**src/rtl/nco_ctrl_regs.sv**
```systemverilog
// nco_ctrl_regs: AXI4-Lite control registers for the DSM NCO core.
// Ports:
//   aclk, rst        - clock and synchronous active-high reset
//   s_axil_aw*/w*/b* - AXI4-Lite write channels (buffered AW and W)
//   s_axil_ar*/r*    - AXI4-Lite read channels
//   nco_step         - committed phase step
//   nco_step_enable  - CTRL bit 0
//   dither_enable    - CTRL bit 1
//   nco_step_update  - one-cycle pulse after a STEP commit
// Map: 0x0 STEP, 0x4 CTRL, 0x8 UPDCNT (RO), 0xC ID (RO).
module nco_ctrl_regs #(
    parameter int          ACC_WIDTH  = 32,
    parameter int          ADDR_WIDTH = 4,
    parameter logic [31:0] ID_VALUE   = 32'h4E43_4F31
) (
    input  logic                  aclk,
    input  logic                  rst,
    input  logic [ADDR_WIDTH-1:0] s_axil_awaddr,
    input  logic                  s_axil_awvalid,
    output logic                  s_axil_awready,
    input  logic [31:0]           s_axil_wdata,
    input  logic [3:0]            s_axil_wstrb,
    input  logic                  s_axil_wvalid,
    output logic                  s_axil_wready,
    output logic [1:0]            s_axil_bresp,
    output logic                  s_axil_bvalid,
    input  logic                  s_axil_bready,
    input  logic [ADDR_WIDTH-1:0] s_axil_araddr,
    input  logic                  s_axil_arvalid,
    output logic                  s_axil_arready,
    output logic [31:0]           s_axil_rdata,
    output logic [1:0]            s_axil_rresp,
    output logic                  s_axil_rvalid,
    input  logic                  s_axil_rready,
    output logic [ACC_WIDTH-1:0]  nco_step,
    output logic                  nco_step_enable,
    output logic                  dither_enable,
    output logic                  nco_step_update
);

    localparam logic [1:0] RESP_OKAY   = 2'b00;
    localparam logic [1:0] RESP_SLVERR = 2'b10;

    // Byte lanes that actually land inside the STEP register.
    localparam int         NBYTES     = (ACC_WIDTH + 7) / 8;
    localparam logic [3:0] STEP_BYTES = 4'((1 << NBYTES) - 1);

    logic                  aw_full;
    logic [ADDR_WIDTH-1:0] aw_addr_q;
    logic                  w_full;
    logic [31:0]           w_data_q;
    logic [3:0]            w_strb_q;

    logic [ACC_WIDTH-1:0]  step_q;
    logic [1:0]            ctrl_q;
    logic [31:0]           updcnt_q;
    logic                  upd_q;

    logic                  bvalid_q;
    logic [1:0]            bresp_q;
    logic                  rvalid_q;
    logic [31:0]           rdata_q;
    logic [1:0]            rresp_q;

    logic                  aw_hs;
    logic                  w_hs;
    logic                  ar_hs;
    logic                  commit;
    logic [31:0]           wr_a32;
    logic [31:0]           wr_data;
    logic [3:0]            wr_strb;
    logic                  wr_mapped;
    logic                  step_we;
    logic                  ctrl_we;
    logic                  step_upd;
    logic                  wr_ok;
    logic [31:0]           step_new;
    logic [31:0]           rd_a32;
    logic [31:0]           rd_data_n;
    logic [1:0]            rd_resp_n;

    // Readies are forced low while reset is asserted.
    assign s_axil_awready = ~rst & ~aw_full & ~bvalid_q;
    assign s_axil_wready  = ~rst & ~w_full & ~bvalid_q;
    assign s_axil_arready = ~rst & ~rvalid_q;

    assign aw_hs = s_axil_awvalid & s_axil_awready;
    assign w_hs  = s_axil_wvalid & s_axil_wready;
    assign ar_hs = s_axil_arvalid & s_axil_arready;

    // A beat being accepted counts as present, so the write commits
    // in the same cycle the second half of the pair arrives.
    assign commit = (aw_full | aw_hs) & (w_full | w_hs);

    assign wr_a32  = aw_full ? 32'(aw_addr_q) : 32'(s_axil_awaddr);
    assign wr_data = w_full ? w_data_q : s_axil_wdata;
    assign wr_strb = w_full ? w_strb_q : s_axil_wstrb;

    assign wr_mapped = (wr_a32[31:4] == 28'd0);
    assign step_we   = commit & wr_mapped & (wr_a32[3:2] == 2'd0);
    assign ctrl_we   = commit & wr_mapped & (wr_a32[3:2] == 2'd1);
    assign step_upd  = step_we & (|(wr_strb & STEP_BYTES));
    assign wr_ok     = wr_mapped & ~wr_a32[3];

    always_comb begin
        step_new = 32'(step_q);
        for (int b = 0; b < 4; b++) begin
            if (wr_strb[b]) begin
                step_new[b*8 +: 8] = wr_data[b*8 +: 8];
            end
        end
    end

    assign rd_a32 = 32'(s_axil_araddr);

    always_comb begin
        rd_data_n = 32'd0;
        rd_resp_n = RESP_SLVERR;
        if (rd_a32[31:4] == 28'd0) begin
            rd_resp_n = RESP_OKAY;
            unique case (rd_a32[3:2])
                2'd0:    rd_data_n = 32'(step_q);
                2'd1:    rd_data_n = {30'd0, ctrl_q};
                2'd2:    rd_data_n = updcnt_q;
                default: rd_data_n = ID_VALUE;
            endcase
        end
    end

    always_ff @(posedge aclk) begin
        if (rst) begin
            aw_full   <= 1'b0;
            aw_addr_q <= '0;
            w_full    <= 1'b0;
            w_data_q  <= 32'd0;
            w_strb_q  <= 4'd0;
            step_q    <= '0;
            ctrl_q    <= 2'b01;
            updcnt_q  <= 32'd0;
            upd_q     <= 1'b0;
            bvalid_q  <= 1'b0;
            bresp_q   <= RESP_OKAY;
            rvalid_q  <= 1'b0;
            rdata_q   <= 32'd0;
            rresp_q   <= RESP_OKAY;
        end else begin
            if (aw_hs) begin
                aw_addr_q <= s_axil_awaddr;
            end
            if (w_hs) begin
                w_data_q <= s_axil_wdata;
                w_strb_q <= s_axil_wstrb;
            end

            if (commit) begin
                aw_full  <= 1'b0;
                w_full   <= 1'b0;
                bvalid_q <= 1'b1;
                bresp_q  <= wr_ok ? RESP_OKAY : RESP_SLVERR;
            end else begin
                if (aw_hs) aw_full <= 1'b1;
                if (w_hs)  w_full  <= 1'b1;
                if (bvalid_q & s_axil_bready) begin
                    bvalid_q <= 1'b0;
                end
            end

            if (step_we) begin
                step_q <= step_new[ACC_WIDTH-1:0];
            end
            if (ctrl_we & wr_strb[0]) begin
                ctrl_q <= wr_data[1:0];
            end
            upd_q <= step_upd;
            if (step_upd) begin
                updcnt_q <= updcnt_q + 32'd1;
            end

            if (ar_hs) begin
                rvalid_q <= 1'b1;
                rdata_q  <= rd_data_n;
                rresp_q  <= rd_resp_n;
            end else if (rvalid_q & s_axil_rready) begin
                rvalid_q <= 1'b0;
            end
        end
    end

    assign s_axil_bvalid   = bvalid_q;
    assign s_axil_bresp    = bresp_q;
    assign s_axil_rvalid   = rvalid_q;
    assign s_axil_rdata    = rdata_q;
    assign s_axil_rresp    = rresp_q;
    assign nco_step        = step_q;
    assign nco_step_enable = ctrl_q[0];
    assign dither_enable   = ctrl_q[1];
    assign nco_step_update = upd_q;

endmodule

```
**config.mk**
```make
export PLATFORM = sky130hd
export DESIGN_NAME = nco_ctrl_regs
export DESIGN_NICKNAME = d
export VERILOG_FILES = /design/src/rtl/nco_ctrl_regs.sv
export SDC_FILE = /design/constraint.sdc
export NUM_CORES = 1
export LEC_CHECK = 0
export ABC_AREA = 1
export CORE_UTILIZATION = 31
export DETAILED_ROUTE_END_ITERATION = 8
export GPL_ROUTABILITY_DRIVEN = 0
export PLACE_DENSITY = 0.51
export SETUP_SLACK_MARGIN = 0.2
export SLEW_MARGIN = 10
export SYNTH_ARGS = -nofsm -noshare
export SYNTH_HDL_FRONTEND = slang
export SYNTH_SLANG_ARGS = --single-unit
```
**constraint.sdc**
```tcl
create_clock -name aclk -period 1.75 [get_ports aclk]
set_input_delay 0.175 -clock aclk [delete_from_list [all_inputs] [get_ports aclk]]
set_output_delay 0.175 -clock aclk [all_outputs]
set_load 0.05 [all_outputs]
```
### After elaboration in Yosys (flattened, before gate mapping)

Index checks and enable logic that the tools add are counted.

| word-level totals | value |
|---|---|
| output and inout bits | 76 |
| register bits | 145 |
| bits of input ports | 51 |

| operators by class | value |
|---|---|
| reduce and logical (&&, ||, !) cells | 11 |
| bitwise operators | 25 |
| muxes and demuxes | 9 |
| equality and inequality tests | 3 |
| add/sub/neg operators | 1 |

Operators by type and width:

| kind | count |
|---|---|
| $pmux W32 S3 | 1 |
| $add A32 B1 Y32 const B | 1 |
| $mux W32 | 1 |
| $logic_not A28 Y1 const A | 1 |
| $and A1 B1 Y1 | 17 |
| $mux W4 | 2 |
| $reduce_and A2 Y1 | 4 |
| $not A1 Y1 | 6 |
| $eq A2 B1 Y1 const B | 2 |
| $logic_not A2 Y1 | 2 |
| $mux W1 | 4 |
| $reduce_bool A2 Y1 | 2 |
| $reduce_or A4 Y1 | 1 |
| $eq A2 B2 Y1 const B | 1 |
| $mux W2 | 1 |
| $or A1 B1 Y1 | 2 |
| $reduce_or A2 Y1 | 1 |

### Longest topological paths before layout

Gate-level depths: netlist (run 1).

| depth | value |
|---|---|
| depth in word-level cells | 9 |
| depth in mapped cells | 12 |
| gate-level depth less buffers | 10 |

### Worst setup path after synthesis (run 1)

Ideal clock, no wire load.

| timing path | value |
|---|---|
| kind | register to register |
| start point | register bvalid_q, in the netlist s_axil_bvalid |
| end point | register aw_addr_q[2] |
| arrival | 2073 ps |
| clock period less this slack | 2143 ps |
| stages on the path, launching flop included | 4 |
| required time | 1680 ps |
| path buffers | 0 |
| setup slack | -393 ps |
| library setup time | 70 ps |
| cell sequence | dfxtp_1 > nor3_1 > nand3_1 > a21oi_1 |

| between the ends | value |
|---|---|
| word-level cells in the longest chain between the ends | 3 |

Ends and longest elaborated chain:

| element | RTL line | RTL |
|---|---|---|
| start: declaration | 59 | `logic bvalid_q;` |
| start signal: assignment | 141 | `bvalid_q <= 1'b0;` |
| start signal: assignment | 158 | `bvalid_q <= 1'b1;` |
| start signal: assignment | 164 | `bvalid_q <= 1'b0;` |
| $not A1 Y1 | 83 | `assign s_axil_awready = ~rst & ~aw_full & ~bvalid_q;` |
| $and A1 B1 Y1 | 83 |  |
| named net s_axil_awready | 20 | `output logic s_axil_awready,` |
| $and A1 B1 Y1 | 87 | `assign aw_hs = s_axil_awvalid & s_axil_awready;` |
| end signal: assignment | 148 | `aw_addr_q <= s_axil_awaddr;` |
| end: declaration | 49 | `logic [ADDR_WIDTH-1:0] aw_addr_q;` |

The timed path passes the listed nets, and every way through them passes these cells.
A chain may end at the register's enable or synchronous reset.

### Worst setup path in the final report (run 1)

| timing path | value |
|---|---|
| start point | register w_full |
| end point | register updcnt_q[15] |

| between the ends | value |
|---|---|
| word-level cells in the longest chain between the ends | 9 |

Ends and longest elaborated chain:

| element | RTL line | RTL |
|---|---|---|
| start: declaration | 50 | `logic w_full;` |
| start signal: assignment | 134 | `w_full <= 1'b0;` |
| start signal: assignment | 157 | `w_full <= 1'b0;` |
| start signal: assignment | 162 | `if (w_hs) w_full <= 1'b1;` |
| $not A1 Y1 | 84 | `assign s_axil_wready = ~rst & ~w_full & ~bvalid_q;` |
| $and A1 B1 Y1 (2 in a row) | 84 |  |
| $and A1 B1 Y1 | 88 | `assign w_hs = s_axil_wvalid & s_axil_wready;` |
| $or A1 B1 Y1 | 93 | `assign commit = (aw_full \| aw_hs) & (w_full \| w_hs);` |
| $and A1 B1 Y1 | 93 |  |
| $and A1 B1 Y1 (2 in a row) | 100 | `assign step_we = commit & wr_mapped & (wr_a32[3:2] == 2'd0);` |
| $and A1 B1 Y1 (*) | 102 | `assign step_upd = step_we & (\|(wr_strb & STEP_BYTES));` |
| end signal: assignment | 176 | `updcnt_q <= updcnt_q + 32'd1;` |
| end: declaration | 56 | `logic [31:0] updcnt_q;` |

Mark *: on every way between the ends. The rest lies on a longest branch, timed or not.

==> metrics.txt, run 1 <==
first drt pass iteration count 5; start point of the critical path w_full; clock tree from TritonCTS built; wire length reported by the detailed router between 20000 and 25000 um; Pint 0.00627 W; clk buf depth 2; most instantiated cells after synthesis 280 x sky130_fd_sc_hd__nand2_1, 151 x sky130_fd_sc_hd__a21oi_1, 144 x sky130_fd_sc_hd__nor2_1, 142 x sky130_fd_sc_hd__dfxtp_1, 82 x sky130_fd_sc_hd__nand3_1; path category of the worst min-delay check in2reg; via count of the first global-routing pass 6361; result of the run finished with violations; beginning of the worst register-to-register path w_full; area share of xor/xnor cells in the synthesized design less than 1%; count of flip-flops with a built-in enable after synthesis 0; worst path cell trace buf_6 -> buf_6 -> clkinv_8 -> nand2_1 -> nand2_2 -> inv_2 -> nand2_2 -> nor2_4 -> nor2_4 -> buf_12 -> buf_8 -> clkbuf_16 -> o21ai_2 -> a21oi_1; Hold Vio Cnt, Final 0; number of violations reported at the end of detailed-routing iteration 0 434; mux cell area share after synthesis around 1.2%; DIE HEIGHT between 100 and 150 um; Layout Skew around 0.0075 ns; shortest clock period the worst path allows after layout around 1.8 ns; mean instance size in the synthesized netlist 6.73 sq um; number of pins exceeding their max-slew limit in the final report 0; most used flip-flop cell after synthesis sky130_fd_sc_hd__dfxtp_1; ratio of cells with drive above 1 in the final layout 28.8%; count of unique library cells instantiated by Yosys 28; fraction of the yosys area taken by sequential cells 43.6%; highest fanout seen on the critical path 7; vias after detailed routing between 7000 and 8000; Sinks on Clock Net about 140; path length in cells of the critical path 14; cell count after synthesis between 900 and 1000; routed vias/inst slightly below 5; worst reg2reg path depth 14; capture point of the critical path updcnt_q[15]; worst setup path class reg2reg; violated checks negative setup slack; register clock-pin slew on the reported worst setup and hold paths 0.06 ns; maximum number of pins on one net before global-route repair 68; most frequently used cell type in the post-synthesis netlist sky130_fd_sc_hd__nand2_1; Cells on Worst Hold Path 6; Max-Cap Viols 0; unrepaired setup endpoints after global routing yes; number of register bits inferred by synthesis approximately 140; clock buffers created by TritonCTS 17; Sw Share about 29%; number of endpoints failing setup at the final stage 3; area share of and/or/nand/nor cells after synthesis around 33%; switching component of the power 0.00251 W; pin slew with the least headroom to its limit between 0.5 and 0.6 ns; largest delay contributor family on the critical path buffers and inverters; slowest CP cell sky130_fd_sc_hd__dfxtp_4; critical register-to-register path endpoint updcnt_q[15]; starting density of the core roughly a third; buffers and inverters on the worst path 7; Startpoint Class register; PortBufs between 100 and 150; clk root buf sky130_fd_sc_hd__clkbuf_16; peak clock frequency supported by timing between 500 and 600 MHz; die area about 22000 sq um; part of the total power dissipated in the clock network roughly two fifths; top cell type by total area after synthesis sky130_fd_sc_hd__dfxtp_1; ratio of final minimum period to clock period 100%; post-route DRC violation count 0; number of antenna violations at the first check in global routing 0; worst reg2reg setup slack -0.005 ns; maximum vdd drop ~0.59 mV; area of the core around 20000 sq um; post-route core utilization approximately 50%; number of nets in the finished design between 1000 and 1500; Setup WS post-layout -0.00475 ns; Antenna diodes 0; residual antenna-violating net count after detailed routing 0; Max transition margin between 60% and 70%; stage delay of the slowest cell on the critical path 0.37 ns; total global-route track usage 21.1%; signal arrival time at the worst endpoint 2.04 ns; share of synthesized registers carrying an async set or reset 0%; post-synthesis share of cell area spent on full adders, half adders and majority gates less than 1%; main combinational cell family by area after synthesis simple AND/OR/NAND/NOR gates; boundary pin count ~130; biggest area contributors in the synthesized netlist sky130_fd_sc_hd__dfxtp_1 44%, sky130_fd_sc_hd__nand2_1 16%, sky130_fd_sc_hd__a21oi_1 12%, sky130_fd_sc_hd__nor2_1 8.3%, sky130_fd_sc_hd__nand3_1 6.3%; H-tree depth 4; clock latency on the worst-skew pair approximately 0.42 ns; PwrDens around 860 nW/um^2; standby leakage power roughly 4 nW; area growth from synthesis to layout 56.7%; total number of placement rows 52; element type at the critical path end register; data required time at the worst endpoint between 2 and 2.5 ns; Synth Warn # 0; global-route wire length before repair ~35000 um; total half-perimeter wirelength after legalization and detailed placement roughly 15000 um; proportion of power drawn by flip-flops and latches about two fifths; final hold slack approximately 0.24 ns; global-route congestion overflow total 0; synthesized-area fraction occupied by ao, oa, aoi and oai cells between 10% and 20%; combined area of all synthesized cells 6520 sq um; routed wire length per instance 16.1 um; logic gate share of total power a little under a fifth; x dimension of the die 147 um; Worst Min Path Start rst; area fraction of the dominant cell type after synthesis about 44%
-- stage by stage --
| step | cell area (sq um) | TNS [ns] | instances | power [W] | worst slack, ns |
|---|---|---|---|---|---|
| 2_1_floorplan | 6560 | 0 | 971 | 0.00434 | 0.219 |
| 5_1_grt | 10200 | -1.85 | 1439 | 0.00910 | -0.0781 |
| 6_report | 10200 | -0.00784 | 1439 | 0.00878 | -0.00475 |
| 3_5_place_dp | 8320 | -0.626 | 1363 | 0.00491 | -0.0484 |
| 3_3_place_gp | 8320 | -0.208 | 1363 | 0.00491 | -0.0342 |
| 4_1_cts | 9640 | 0 | 1421 | 0.00870 | 0.00759 |
-- per-layer routing --
metal,vias up,track usage (%),part of all wire [%]
li1,3549,-,-
met1,3288,29.2,47
met2,155,33.8,48
met4,0,6.03,1.2
met5,-,0,0
met3,17,3.35,3.4
-- cells by family (layout without fill, tap and decap cells) --
group | after synthesis | count (layout)
other | 1 | 3
xor gates and xnor gates | 2 | 2
buffers and inverters | 97 | 295
and+or+nand+nor | 525 | 525
DFF | 142 | 142
adders and majority gates | 1 | 1
muxes | 8 | 8
AOI/OAI and AO/OA | 193 | 193
-- state kept, by name, indices dropped and copies added (netlist names) --
name / count
nco_step: 32
w_strb_q: 4
s_axil_rdata: 32
s_axil_bvalid: 1
aw_addr_q: 2
s_axil_bresp: 1
aw_full: 1
ctrl_q: 2
s_axil_rvalid: 1
w_full: 1
updcnt_q: 32
nco_step_update: 1
w_data_q: 32
-- repair_timing --
action	CTS	global route
gates resized for setup	181	99
setup endpoints to repair	106	101
pin swaps	35	44
cloned	6	4
buffers inserted	21	14
hold buffers	0	0
-- final cells by class --
| cell class | count | area (sq um) |
|---|---|---|
| Inverter | 40 | 163 |
| Fill cell | 2038 | 10200 |
| Timing Repair Buffer | 224 | 2300 |
| Clock inverter | 10 | 140 |
| Tap cell | 270 | 338 |
| Clock buffer | 21 | 450 |
| Multi-Input combinational cell | 732 | 3970 |
| Sequential cell | 142 | 2860 |
-- power by group through the flow --
| stage | registers, W | logic, W | clock network, W |
|---|---|---|---|
| finish | 0.00347 | 0.00162 | 0.00368 |
| global route | 0.00349 | 0.00172 | 0.00389 |
| CTS | 0.00347 | 0.00149 | 0.00374 |
| detailed placement | 0.00355 | 0.00137 | 0 |
| global placement | 0.00355 | 0.00137 | 0 |
| floorplan | 0.00385 | 0.000496 | 0 |
-- cell usage in the layout, fill, tap and decap left out, types with 16 or more instances in the layout --
master	instances
sky130_fd_sc_hd__a21oi_1	123
sky130_fd_sc_hd__nand3_1	41
sky130_fd_sc_hd__dlygate4sd2_1	32
sky130_fd_sc_hd__nor2_1	123
sky130_fd_sc_hd__nand3_2	34
sky130_fd_sc_hd__clkbuf_16	21
sky130_fd_sc_hd__buf_6	17
sky130_fd_sc_hd__inv_1	30
sky130_fd_sc_hd__nor2_4	16
sky130_fd_sc_hd__clkdlybuf4s50_1	45
sky130_fd_sc_hd__buf_4	92
sky130_fd_sc_hd__nand2_1	248
sky130_fd_sc_hd__dfxtp_1	133
sky130_fd_sc_hd__a21oi_2	25
sky130_fd_sc_hd__buf_12	16
sky130_fd_sc_hd__nand2_2	23
-- worst min-delay path, stage by stage --
cell,delay (ns)
sky130_fd_sc_hd__buf_2,0.16
sky130_fd_sc_hd__nor2_4,0.07
sky130_fd_sc_hd__nand3_4,0.07
sky130_fd_sc_hd__nand2_4,0.06
sky130_fd_sc_hd__nand3_1,0.06
sky130_fd_sc_hd__inv_1,0.04
-- how the worst min path moves through the flow --
stage,to,slack [ns]
detailed placement,w_data_q[1],0.44
CTS,w_full,0.23
floorplan,s_axil_rvalid,0.28
finish,w_full,0.24
global route,w_full,0.26
global placement,w_data_q[0],0.43
Note: power is estimated with default switching activity, not from simulation.
==> inputs of run 2 (changes only) <==
Settings changed: CELL_PAD_IN_SITES_DETAIL_PLACEMENT set to 2, CELL_PAD_IN_SITES_GLOBAL_PLACEMENT set to 2, CORE_UTILIZATION 31 to 28, PLACE_DENSITY 0.51 to 0.79.
==> run 2 against run 1 <==
Compared with the run above:
- the run still ends with negative setup slack left
- critical endpoint is now updcnt_q[21]
- design area rose by 5.7%
- die area rose by 11%
- worst hold slack improved by 0.010 ns
- largest power group unchanged
- worst setup slack got worse by 0.22 ns
- register-to-register slack got worse by 0.22 ns
- critical path type unchanged
- routed wire length rose by 94%
==> metrics.txt, run 2 (synthesis gave the netlist of run 1 again) <==
number of pins exceeding their max-slew limit in the final report 0 (unchanged); Hold Vio Cnt, Final 0 (unchanged); most frequent cells in the layout 233 x sky130_fd_sc_hd__nand2_1, 128 x sky130_fd_sc_hd__dfxtp_1, 121 x sky130_fd_sc_hd__a21oi_1 (was 248 x sky130_fd_sc_hd__nand2_1, 133 x sky130_fd_sc_hd__dfxtp_1, 123 x sky130_fd_sc_hd__nor2_1, 123 x sky130_fd_sc_hd__a21oi_1, 92 x sky130_fd_sc_hd__buf_4); Max-Cap Viols 0 (unchanged); worst setup path class reg2reg (unchanged); number of antenna violations at the first check in global routing 1 (was 0); boundary pin count 127 (unchanged); result of the run finished with violations (unchanged); post-route core utilization 47.6% (was 50.0%); total of fill cells in the finished design 2468 (was 2038); data required time at the worst endpoint 2.10 ns (was 2.03 ns); area growth from synthesis to layout 65.7% (was 56.7%); element type at the critical path end register (unchanged); first drt pass iteration count 5 (unchanged); stage delay of the slowest cell on the critical path 0.38 ns (was 0.37 ns); highest fanout seen on the critical path 8 (was 7); H-tree depth 4 (unchanged); violated checks negative setup slack (unchanged); worst reg2reg setup slack -0.22 ns (was -0.005 ns); PortBufs 119 (unchanged); total global-route track usage 31.5% (was 21.1%); total half-perimeter wirelength after legalization and detailed placement 18300 um (was 15000 um); final hold slack 0.255 ns (was 0.244 ns); worst reg2reg path depth 13 (was 14); most common library cell in the layout ignoring fill and taps sky130_fd_sc_hd__nand2_1 (unchanged); clk buf depth 2 (unchanged); pin slew with the least headroom to its limit 0.595 ns (was 0.549 ns); Startpoint Class register (unchanged); global-route congestion overflow total 0 (unchanged); die area 23900 sq um (was 21600 sq um); total number of placement rows 55 (was 52); shortest clock period the worst path allows after layout 1.97 ns (was 1.75 ns); path category of the worst min-delay check in2reg (unchanged); standby leakage power 4.27 nW (was 4.08 nW); DIE HEIGHT 155 um (was 147 um); wire length reported by the detailed router 45100 um (was 23200 um); number of endpoints failing setup at the final stage 59 (was 3); buffers and inverters on the worst path 6 (was 7); worst path cell trace buf_6 -> buf_12 -> nand2_4 -> nand2_4 -> inv_2 -> nand2_4 -> nor2_4 -> nor2_4 -> buf_4 -> buf_6 -> buf_16 -> a21oi_1 -> nor2_1 (was buf_6 -> buf_6 -> clkinv_8 -> nand2_1 -> nand2_2 -> inv_2 -> nand2_2 -> nor2_4 -> nor2_4 -> buf_12 -> buf_8 -> clkbuf_16 -> o21ai_2 -> a21oi_1); clock buffers created by TritonCTS 17 (unchanged); maximum number of pins on one net before global-route repair 51 (was 68); number of buffers added to fix hold violations after cts 0 (unchanged); vias after detailed routing 8563 (was 7009); residual antenna-violating net count after detailed routing 0 (unchanged); clock tree from TritonCTS built (unchanged); x dimension of the die 155 um (was 147 um); dpl cell area 8320 sq um (about the same); maximum vdd drop 0.772 mV (was 0.591 mV); PwrDens 871 nW/um^2 (was 859 nW/um^2); slowest CP cell sky130_fd_sc_hd__dfxtp_4 (unchanged); clock latency on the worst-skew pair 0.46 ns (was 0.42 ns); worst setup slack after placement -0.149 ns (was -0.0484 ns); global-route wire length before repair 56000 um (was 35300 um); post-route cell area 10800 sq um (was 10200 sq um); peak clock frequency supported by timing 507 MHz (was 570 MHz); via count of the first global-routing pass 8883 (was 6361); Setup WS post-layout -0.221 ns (was -0.00475 ns); critical register-to-register path endpoint updcnt_q[21] (was updcnt_q[15]); largest delay contributor family on the critical path buffers and inverters (unchanged); number of violations reported at the end of detailed-routing iteration 0 591 (was 434); Layout Skew 0.0121 ns (was 0.00748 ns); Worst Min Path Start rst (unchanged); Antenna diodes 0 (unchanged); number of nets in the finished design 1228 (was 1209); beginning of the worst register-to-register path w_full (unchanged); area of the core 22700 sq um (was 20400 sq um); ratio of cells with drive above 1 in the final layout 34.1% (was 28.8%); ratio of final minimum period to clock period 113% (was 100%); starting density of the core 28.7% (was 31.9%); most frequent cell on the critical path sky130_fd_sc_hd__nand2_4; routed wire length per instance 30.6 um (was 16.1 um); clk root buf sky130_fd_sc_hd__clkbuf_16 (unchanged); Cells on Worst Hold Path 6 (unchanged); register clock-pin slew on the reported worst setup and hold paths 0.07 ns (was 0.06 ns); routed vias/inst 5.81 (was 4.87); signal arrival time at the worst endpoint 2.32 ns (was 2.04 ns); post-route DRC violation count 0 (unchanged); unrepaired setup endpoints after global routing yes (unchanged); Hold Path Sink aw_full (was w_full); Max transition margin 60.5% (was 63.4%); Sinks on Clock Net 142 (unchanged)
[run 2: changes by cell type in the layout (fill, tap and decap cells not counted), moves of 13 or more]
cell	change
sky130_fd_sc_hd__nand3_2	-13
sky130_fd_sc_hd__nor2_2	+14
sky130_fd_sc_hd__nor2_1	-25
sky130_fd_sc_hd__nand2_4	+14
sky130_fd_sc_hd__nand2_1	-15
sky130_fd_sc_hd__dlygate4sd2_1	-16
[run 2: cell type report]
class | instances | area, sq um | area share, %
tap | 285 | 357 | 3.30
inverter | 40 | 180 | 1.67
clock buffer | 18 | 439 | 4.07
clock inverter | 14 | 143 | 1.32
sequential | 142 | 2870 | 26.5
timing repair buffer | 243 | 2570 | 23.8
multi-input combinational | 732 | 4240 | 39.3
[run 2: worst max-delay path by stage]
stage	from	endpoint	slack, ns	cells after the start
after floorplan	s_axil_rvalid	s_axil_rdata[10]	0.22	7
after global placement	s_axil_awaddr[2]	updcnt_q[23]	-0.07	10
after detailed placement	s_axil_awaddr[2]	updcnt_q[14]	-0.15	10
after CTS	w_full	updcnt_q[18]	-0.05	13
after global routing	w_full	updcnt_q[24]	-0.25	13
final	w_full	updcnt_q[21]	-0.22	13
[run 2: where the power goes]
group	switching [W]	internal [W]	leakage (nW)	total [W]
combinational	0.00129	0.000691	2.82	0.00198
clock	0.00177	0.00213	0.278	0.00391
sequential	0.000143	0.00338	1.17	0.00352
total	0.00320	0.00620	4.27	0.00941
[run 2: through the flow]
stage	total power, W	TNS (ns)	instances
final	0.00941	-5.90	1474
after global routing	0.00957	-8.20	1474
after CTS	0.00879	-0.427	1443
after detailed placement	0.00495	-3.52	1372
after global placement	0.00491	-0.935	1372
after floorplan	0.00434	0	971
[run 2: worst min-delay path: stages]
cell	delay (ns)
sky130_fd_sc_hd__buf_2	0.13
sky130_fd_sc_hd__nor2_4	0.07
sky130_fd_sc_hd__nand3_4	0.08
sky130_fd_sc_hd__nand2_4	0.07
sky130_fd_sc_hd__nand3_1	0.09
sky130_fd_sc_hd__inv_1	0.05
[run 2: repair_timing]
action	CTS	global route
pin swaps	40	55
gates cloned	10	2
setup buffers	29	29
endpoints found under the setup margin	113	121
gates resized for setup	225	203
[run 2: routing by layer]
metal	share of wire [%]	vias up	global-route usage, %
li1	-	3578	-
met1	38	4347	36.4
met2	51	453	56.1
met3	5.6	185	4.62
met4	6.2	0	16.6
met5	0	-	0
